==> src/rtl/rca_operand_sequencer.sv <==
// Narrow-bus sequencer for the external ripple-carry adder: loads A/B chunk-wise,
// waits for the carry chain to settle, then streams the captured sum back out.
//
// state      | meaning
// S_LOAD_A   | accepting operand A beats, LS chunk first
// S_LOAD_B   | accepting operand B beats; carry-in taken with the last one
// S_SETTLE   | adder inputs held while the ripple chain settles
// S_SEND     | streaming captured sum beats, carry-out held alongside
module rca_operand_sequencer #(
   parameter int WIDTH  = 100,
   parameter int CHUNK  = 25,
   parameter int SETTLE = 4
) (
   input  logic             clk,
   input  logic             rst_n,
   input  logic             in_valid,
   output logic             in_ready,
   input  logic [CHUNK-1:0] in_data,
   input  logic             in_cin,
   output logic             out_valid,
   input  logic             out_ready,
   output logic [CHUNK-1:0] out_data,
   output logic             out_last,
   output logic             out_cout,
   output logic [WIDTH-1:0] add_a,
   output logic [WIDTH-1:0] add_b,
   output logic             add_cin,
   input  logic [WIDTH-1:0] add_sum,
   input  logic             add_cout
);

   localparam int NCHUNK = WIDTH / CHUNK;
   localparam int IW     = (NCHUNK > 1) ? $clog2(NCHUNK) : 1;
   localparam int CW     = (SETTLE > 1) ? $clog2(SETTLE) : 1;
   localparam logic [IW-1:0] IDX_LAST   = IW'(NCHUNK - 1);
   localparam logic [CW-1:0] SETTLE_TC0 = CW'(SETTLE - 1);

   typedef enum logic [1:0] {
      S_LOAD_A = 2'd0,
      S_LOAD_B = 2'd1,
      S_SETTLE = 2'd2,
      S_SEND   = 2'd3
   } state_t;

   state_t           state_q;
   state_t           state_d;
   logic [IW-1:0]    idx_q;
   logic [CW-1:0]    cnt_q;
   logic [WIDTH-1:0] result_q;
   logic             cout_q;
   logic             in_fire;
   logic             out_fire;
   logic             idx_at_last;
   logic             settle_tc;

   assign in_fire     = in_valid & in_ready;
   assign out_fire    = out_valid & out_ready;
   assign idx_at_last = (idx_q == IDX_LAST);
   assign settle_tc   = (cnt_q == '0);
   assign out_cout    = cout_q;

   always_ff @(posedge clk or negedge rst_n) begin
      if (!rst_n) begin
         state_q <= S_LOAD_A;
      end else begin
         state_q <= state_d;
      end
   end

   always_comb begin
      state_d = state_q;
      case (state_q)
         S_LOAD_A: if (in_fire && idx_at_last) state_d = S_LOAD_B;
         S_LOAD_B: if (in_fire && idx_at_last) state_d = S_SETTLE;
         S_SETTLE: if (settle_tc)              state_d = S_SEND;
         S_SEND:   if (out_fire && idx_at_last) state_d = S_LOAD_A;
         default:                              state_d = S_LOAD_A;
      endcase
   end

   // Outside SEND the result mux is parked on chunk 0 regardless of the load index.
   always_comb begin
      in_ready  = (state_q == S_LOAD_A) || (state_q == S_LOAD_B);
      out_valid = (state_q == S_SEND);
      out_last  = (state_q == S_SEND) && idx_at_last;
      out_data  = result_q[CHUNK-1:0];
      if (state_q == S_SEND) begin
         for (int k = 0; k < NCHUNK; k++) begin
            if (idx_q == IW'(k)) out_data = result_q[k*CHUNK +: CHUNK];
         end
      end
   end

   always_ff @(posedge clk or negedge rst_n) begin
      if (!rst_n) begin
         idx_q    <= '0;
         cnt_q    <= '0;
         add_a    <= '0;
         add_b    <= '0;
         add_cin  <= 1'b0;
         result_q <= '0;
         cout_q   <= 1'b0;
      end else begin
         case (state_q)
            S_LOAD_A: begin
               if (in_fire) begin
                  for (int k = 0; k < NCHUNK; k++) begin
                     if (idx_q == IW'(k)) add_a[k*CHUNK +: CHUNK] <= in_data;
                  end
                  idx_q <= idx_at_last ? '0 : idx_q + 1'b1;
               end
            end
            S_LOAD_B: begin
               if (in_fire) begin
                  for (int k = 0; k < NCHUNK; k++) begin
                     if (idx_q == IW'(k)) add_b[k*CHUNK +: CHUNK] <= in_data;
                  end
                  if (idx_at_last) begin
                     idx_q   <= '0;
                     add_cin <= in_cin;
                     cnt_q   <= SETTLE_TC0;
                  end else begin
                     idx_q <= idx_q + 1'b1;
                  end
               end
            end
            // Down-counter loaded with SETTLE-1; capture lands exactly SETTLE edges after the last B beat.
            S_SETTLE: begin
               if (settle_tc) begin
                  result_q <= add_sum;
                  cout_q   <= add_cout;
                  idx_q    <= '0;
               end else begin
                  cnt_q <= cnt_q - 1'b1;
               end
            end
            S_SEND: begin
               if (out_fire) idx_q <= idx_at_last ? '0 : idx_q + 1'b1;
            end
            default: idx_q <= '0;
         endcase
      end
   end

endmodule

==> config.mk <==
export PLATFORM = sky130hd
export DESIGN_NAME = rca_operand_sequencer
export DESIGN_NICKNAME = d
export VERILOG_FILES = /design/src/rtl/rca_operand_sequencer.sv
export SDC_FILE = /design/constraint.sdc
export NUM_CORES = 1
export LEC_CHECK = 0
export ABC_AREA = 1
export CORE_MARGIN = 2
export CORE_UTILIZATION = 45
export CTS_BUF_LIST = sky130_fd_sc_hd__clkbuf_8
export CTS_CLUSTER_SIZE = 16
export DETAILED_ROUTE_END_ITERATION = 6
export GPL_TIMING_DRIVEN = 1
export HOLD_SLACK_MARGIN = 0.06
export PLACE_DENSITY = 0.79
export REMOVE_ABC_BUFFERS = 1
export SKIP_LAST_GASP = 1
export SYNTH_ARGS = -nofsm -noshare
export SYNTH_HDL_FRONTEND = slang
export SYNTH_SLANG_ARGS = --single-unit
==> constraint.sdc <==
create_clock -name clk -period 1.33 [get_ports clk]
set_input_delay 0.133 -clock clk [delete_from_list [all_inputs] [get_ports clk]]
set_output_delay 0.133 -clock clk [all_outputs]
set_load 0.02 [all_outputs]
==> results.py <==
metrics = {
    "power": {
        "switching_share": 0.428,
        "power_frac_comb": 0.513,
        "clkPwrFrac": 0.171,
        "p_leak_nw": 10.2,
        "ir_drop_mv": 1.57,
        "p_sw_mw": 21.8,
        "p_int_mw": 29.2,
        "power_frac_seq": 0.317,
        "powerDensity_mw_per_mm2": 2620,
    },
    "timing": {
        "fin_skew_ns": 0.0223,
        "setup_viol": 337,
        "hold_viol": 0,
        "setup_ws_ns": -0.860,
        "period_needed_ns": 2.19,
        "finalCritPeriodShare": 1.65,
        "max_clock_freq_mhz": 457,
        "worstMarginPinSlew_ns": 0.500,
        "rsz0062_at_grt": "true",
        "slew_headroom": 0.666,
        "finalMaxSlewViolations": 0,
    },
    "die": {
        "fp.dieW_um": 171,
        "die_area_mm2": 0.0293,
        "initial_utilization": 0.454,
        "num_rows": 61,
        "dieHeight_um": 171,
        "io_pins": 361,
        "coreArea_mm2": 0.0276,
    },
    "placement": {
        "place_inst": 2208,
        "place.port_buffers": 360,
        "gp_routability_congestion": 0.934,
        "hpwl_um": 27200,
    },
    "cells_and_area": {
        "insertedDiodeCount": 0,
        "drive_gt1_frac": 0.301,
        "final_cells": 2371,
        "nets": 2091,
        "final_core_util": 0.705,
        "seqCellArea_mm2": 0.00771,
        "multiInputGateArea_mm2": 0.00446,
        "areaGrowthSynthToFinish_pct": 55.0,
        "fillerInstances": 2005,
    },
    "synth": {
        "synth_warnings": 0,
        "seq_area_frac_synth": 0.614,
        "synth_area_leader_cell": "dfrtp_1",
        "synth_seq_cells": 308,
        "ys_types": 17,
        "synth_area_mm2": 0.0126,
        "synth_top_area_frac": 0.614,
        "yosys-top-cells-area": "dfrtp_1, nand2_1, o21ai_0",
        "syn_area_per_cell_um2": 8.79,
        "synth_cells": 1428,
    },
    "outcome": {
        "outcome": "complete, but fails checks",
        "violations": "setup timing",
    },
    "global_route": {
        "grt_overflow": 0,
        "met2_usage": 0.485,
        "grt_pass1_wl_um": 66200,
        "grt_pass1_vias": 12100,
        "grt_busiest_layer": "met2",
        "grt_start_max_net_pins": 54,
        "met1_usage": 0.362,
        "track_usage": 0.292,
        "globalRouteMet3Util": 0.0877,
        "antenna_found_initial": 0,
    },
    "clock_network": {
        "insertion_delay_ns": 0.58,
        "cts_buffers": 52,
        "cts_tree": "yes",
        "cts.htree.levels": 2,
        "cts_sinks": 308,
        "cts.clk_slew.worst_paths_ns": 0.06,
        "cts_buffer_depth": 3,
        "cts_root_buf": "clkbuf_8",
    },
    "route": {
        "drc": 0,
        "dr.pass1.iters": 6,
        "drt-vias-per-instance": 5.37,
        "vias": 12700,
        "ant_nets": 0,
        "wl_per_cell_um": 20.7,
        "drtIter0Drc": 1433,
        "finalWirelength_um": 49100,
    },
    "critical_path": {
        "cp_max_fo": 22,
        "critPathLaunchType": "flip-flop",
        "critPathCaptureType": "primary output",
        "worstSetupPathType": "reg2out",
        "required_ns": 1.20,
        "cp_data_arrival_time_ns": 2.06,
        "rr_worst_depth": 11,
    },
    "hold_path": {
        "hp-class": "in2async",
    },
    "job": {
        "max-cap-violations": 0,
    },
}
[state kept, by name, summed over array words and instances, names as in the netlist]
register	count
result_q	100
add_cin	1
state_q	2
add_a	100
out_cout	1
idx_q	2
add_b	100
cnt_q	2
[cells in the mapped netlist]
master    count
inv_1       115
a21oi_1     125
buf_2        38
buf_1         1
nor2_1       79
o21ai_0     201
nand3_1      62
nand2_2       1
nand2_1     433
ha_1          9
nand3_2       1
buf_4         5
nand4_1       2
clkbuf_1     44
inv_2         3
dfrtp_1     308
nor3_1        1
[what timing repair did]
action / 4_1_cts / 5_1_grt
resized for setup: 1021 / 127
endpoints found under the hold margin: 308 / 0
setup buffers: 11 / 25
hold buffers: 1 / 0
pin swaps: 9 / 13
endpoints found under the setup margin: 538 / 338
cloned: 12 / 24
[critical path, stage by stage, from the launching register on]
cell     delay (ns)
dfrtp_2        0.46
inv_2          0.10
ha_4           0.17
buf_12         0.18
nand2_1        0.09
nand3_1        0.11
nand2_1        0.08
nand2_1        0.10
nand2_1        0.06
buf_4          0.15
[placed cells by master, fill, tap and decap left out, types with 4 or more instances in the layout]
| cell | synthesis | final |
|---|---|---|
| a21oi_1 | 125 | 109 |
| a21oi_2 | 0 | 16 |
| buf_12 | 0 | 37 |
| buf_16 | 0 | 8 |
| buf_2 | 38 | 202 |
| buf_4 | 5 | 108 |
| buf_6 | 0 | 39 |
| buf_8 | 0 | 7 |
| bufbuf_16 | 0 | 4 |
| clkbuf_16 | 0 | 20 |
| clkbuf_8 | 0 | 70 |
| clkdlybuf4s50_1 | 0 | 129 |
| clkinv_2 | 0 | 9 |
| dfrtp_1 | 308 | 306 |
| ha_4 | 0 | 7 |
| inv_1 | 115 | 123 |
| inv_2 | 3 | 5 |
| nand2_1 | 433 | 406 |
| nand2_2 | 1 | 20 |
| nand2_4 | 0 | 8 |
| nand3_1 | 62 | 53 |
| nand3_2 | 1 | 4 |
| nand3_4 | 0 | 6 |
| nor2_1 | 79 | 68 |
| nor2_2 | 0 | 6 |
| nor2_4 | 0 | 5 |
| o21ai_0 | 201 | 180 |
| o21ai_1 | 0 | 15 |
| o21ai_2 | 0 | 6 |
[logic make-up (layout without fill, tap and decap cells)]
logic type / Yosys count / in the layout / synth area share
adders and majority gates: 9 / 9 / 0.00897
AOI/OAI and AO/OA: 326 / 326 / 0.130
buffers and inverters: 206 / 770 / 0.0669
and+or+nand+nor: 579 / 580 / 0.180
DFF: 308 / 308 / 0.614
[final timing paths]
kind                       slack [ns]        start           end
max                             -0.86     idx_q[1]  out_data[10]
min                               0.1        rst_n  result_q[85]
max reg2reg                     -0.51   state_q[0]     add_a[25]
min reg2reg                      0.47     out_cout      out_cout
max in group asynchronous        0.64        rst_n  result_q[38]
min in group clk                 0.13  add_sum[55]  result_q[55]
[metrics by stage]
| stage | TNS, ns | power [mW] | setup slack (ns) | area, µm² | hold slack (ns) |
|---|---|---|---|---|---|
| CTS | -110.75 | 48.3 | -0.806 | 18400 | 0.0886 |
| finish | -135.87 | 51.0 | -0.860 | 19500 | 0.0968 |
| detailed placement | -94.00 | 40.5 | -0.699 | 17600 | 0.111 |
| global placement | -76.63 | 39.7 | -0.648 | 17600 | 0.106 |
| floorplan | -428.95 | 27.4 | -1.82 | 12200 | -0.163 |
| global route | -156.40 | 53.7 | -0.911 | 19500 | 0.107 |
[per-layer routing]
| layer | vias up | wire, µm |
|---|---|---|
| met3 | 190 | 5540 |
| li1 | 5607 | - |
| met2 | 816 | 23700 |
| met4 | 0 | 2190 |
| met5 | - | 0 |
| met1 | 6118 | 17700 |
[final cells by class]
type                    count  share of cell area
well taps                 378              0.0243
inverters                 118              0.0235
clock buffers              70              0.0495
clock inverters            26             0.00681
repair buffers            556               0.271
multi-input cells         915               0.229
flip-flops and latches    308               0.396
[power groups by stage]
stage | registers, mW | logic [mW] | clock network [mW]
final | 16.1 | 26.2 | 8.70
after global routing | 16.5 | 27.9 | 9.21
after CTS | 16.0 | 23.6 | 8.77
after detailed placement | 16.0 | 24.4 | 0
after global placement | 15.9 | 23.9 | 0
after floorplan | 19.2 | 8.26 | 0
No activity file was read; power rests on OpenSTA's default activity.
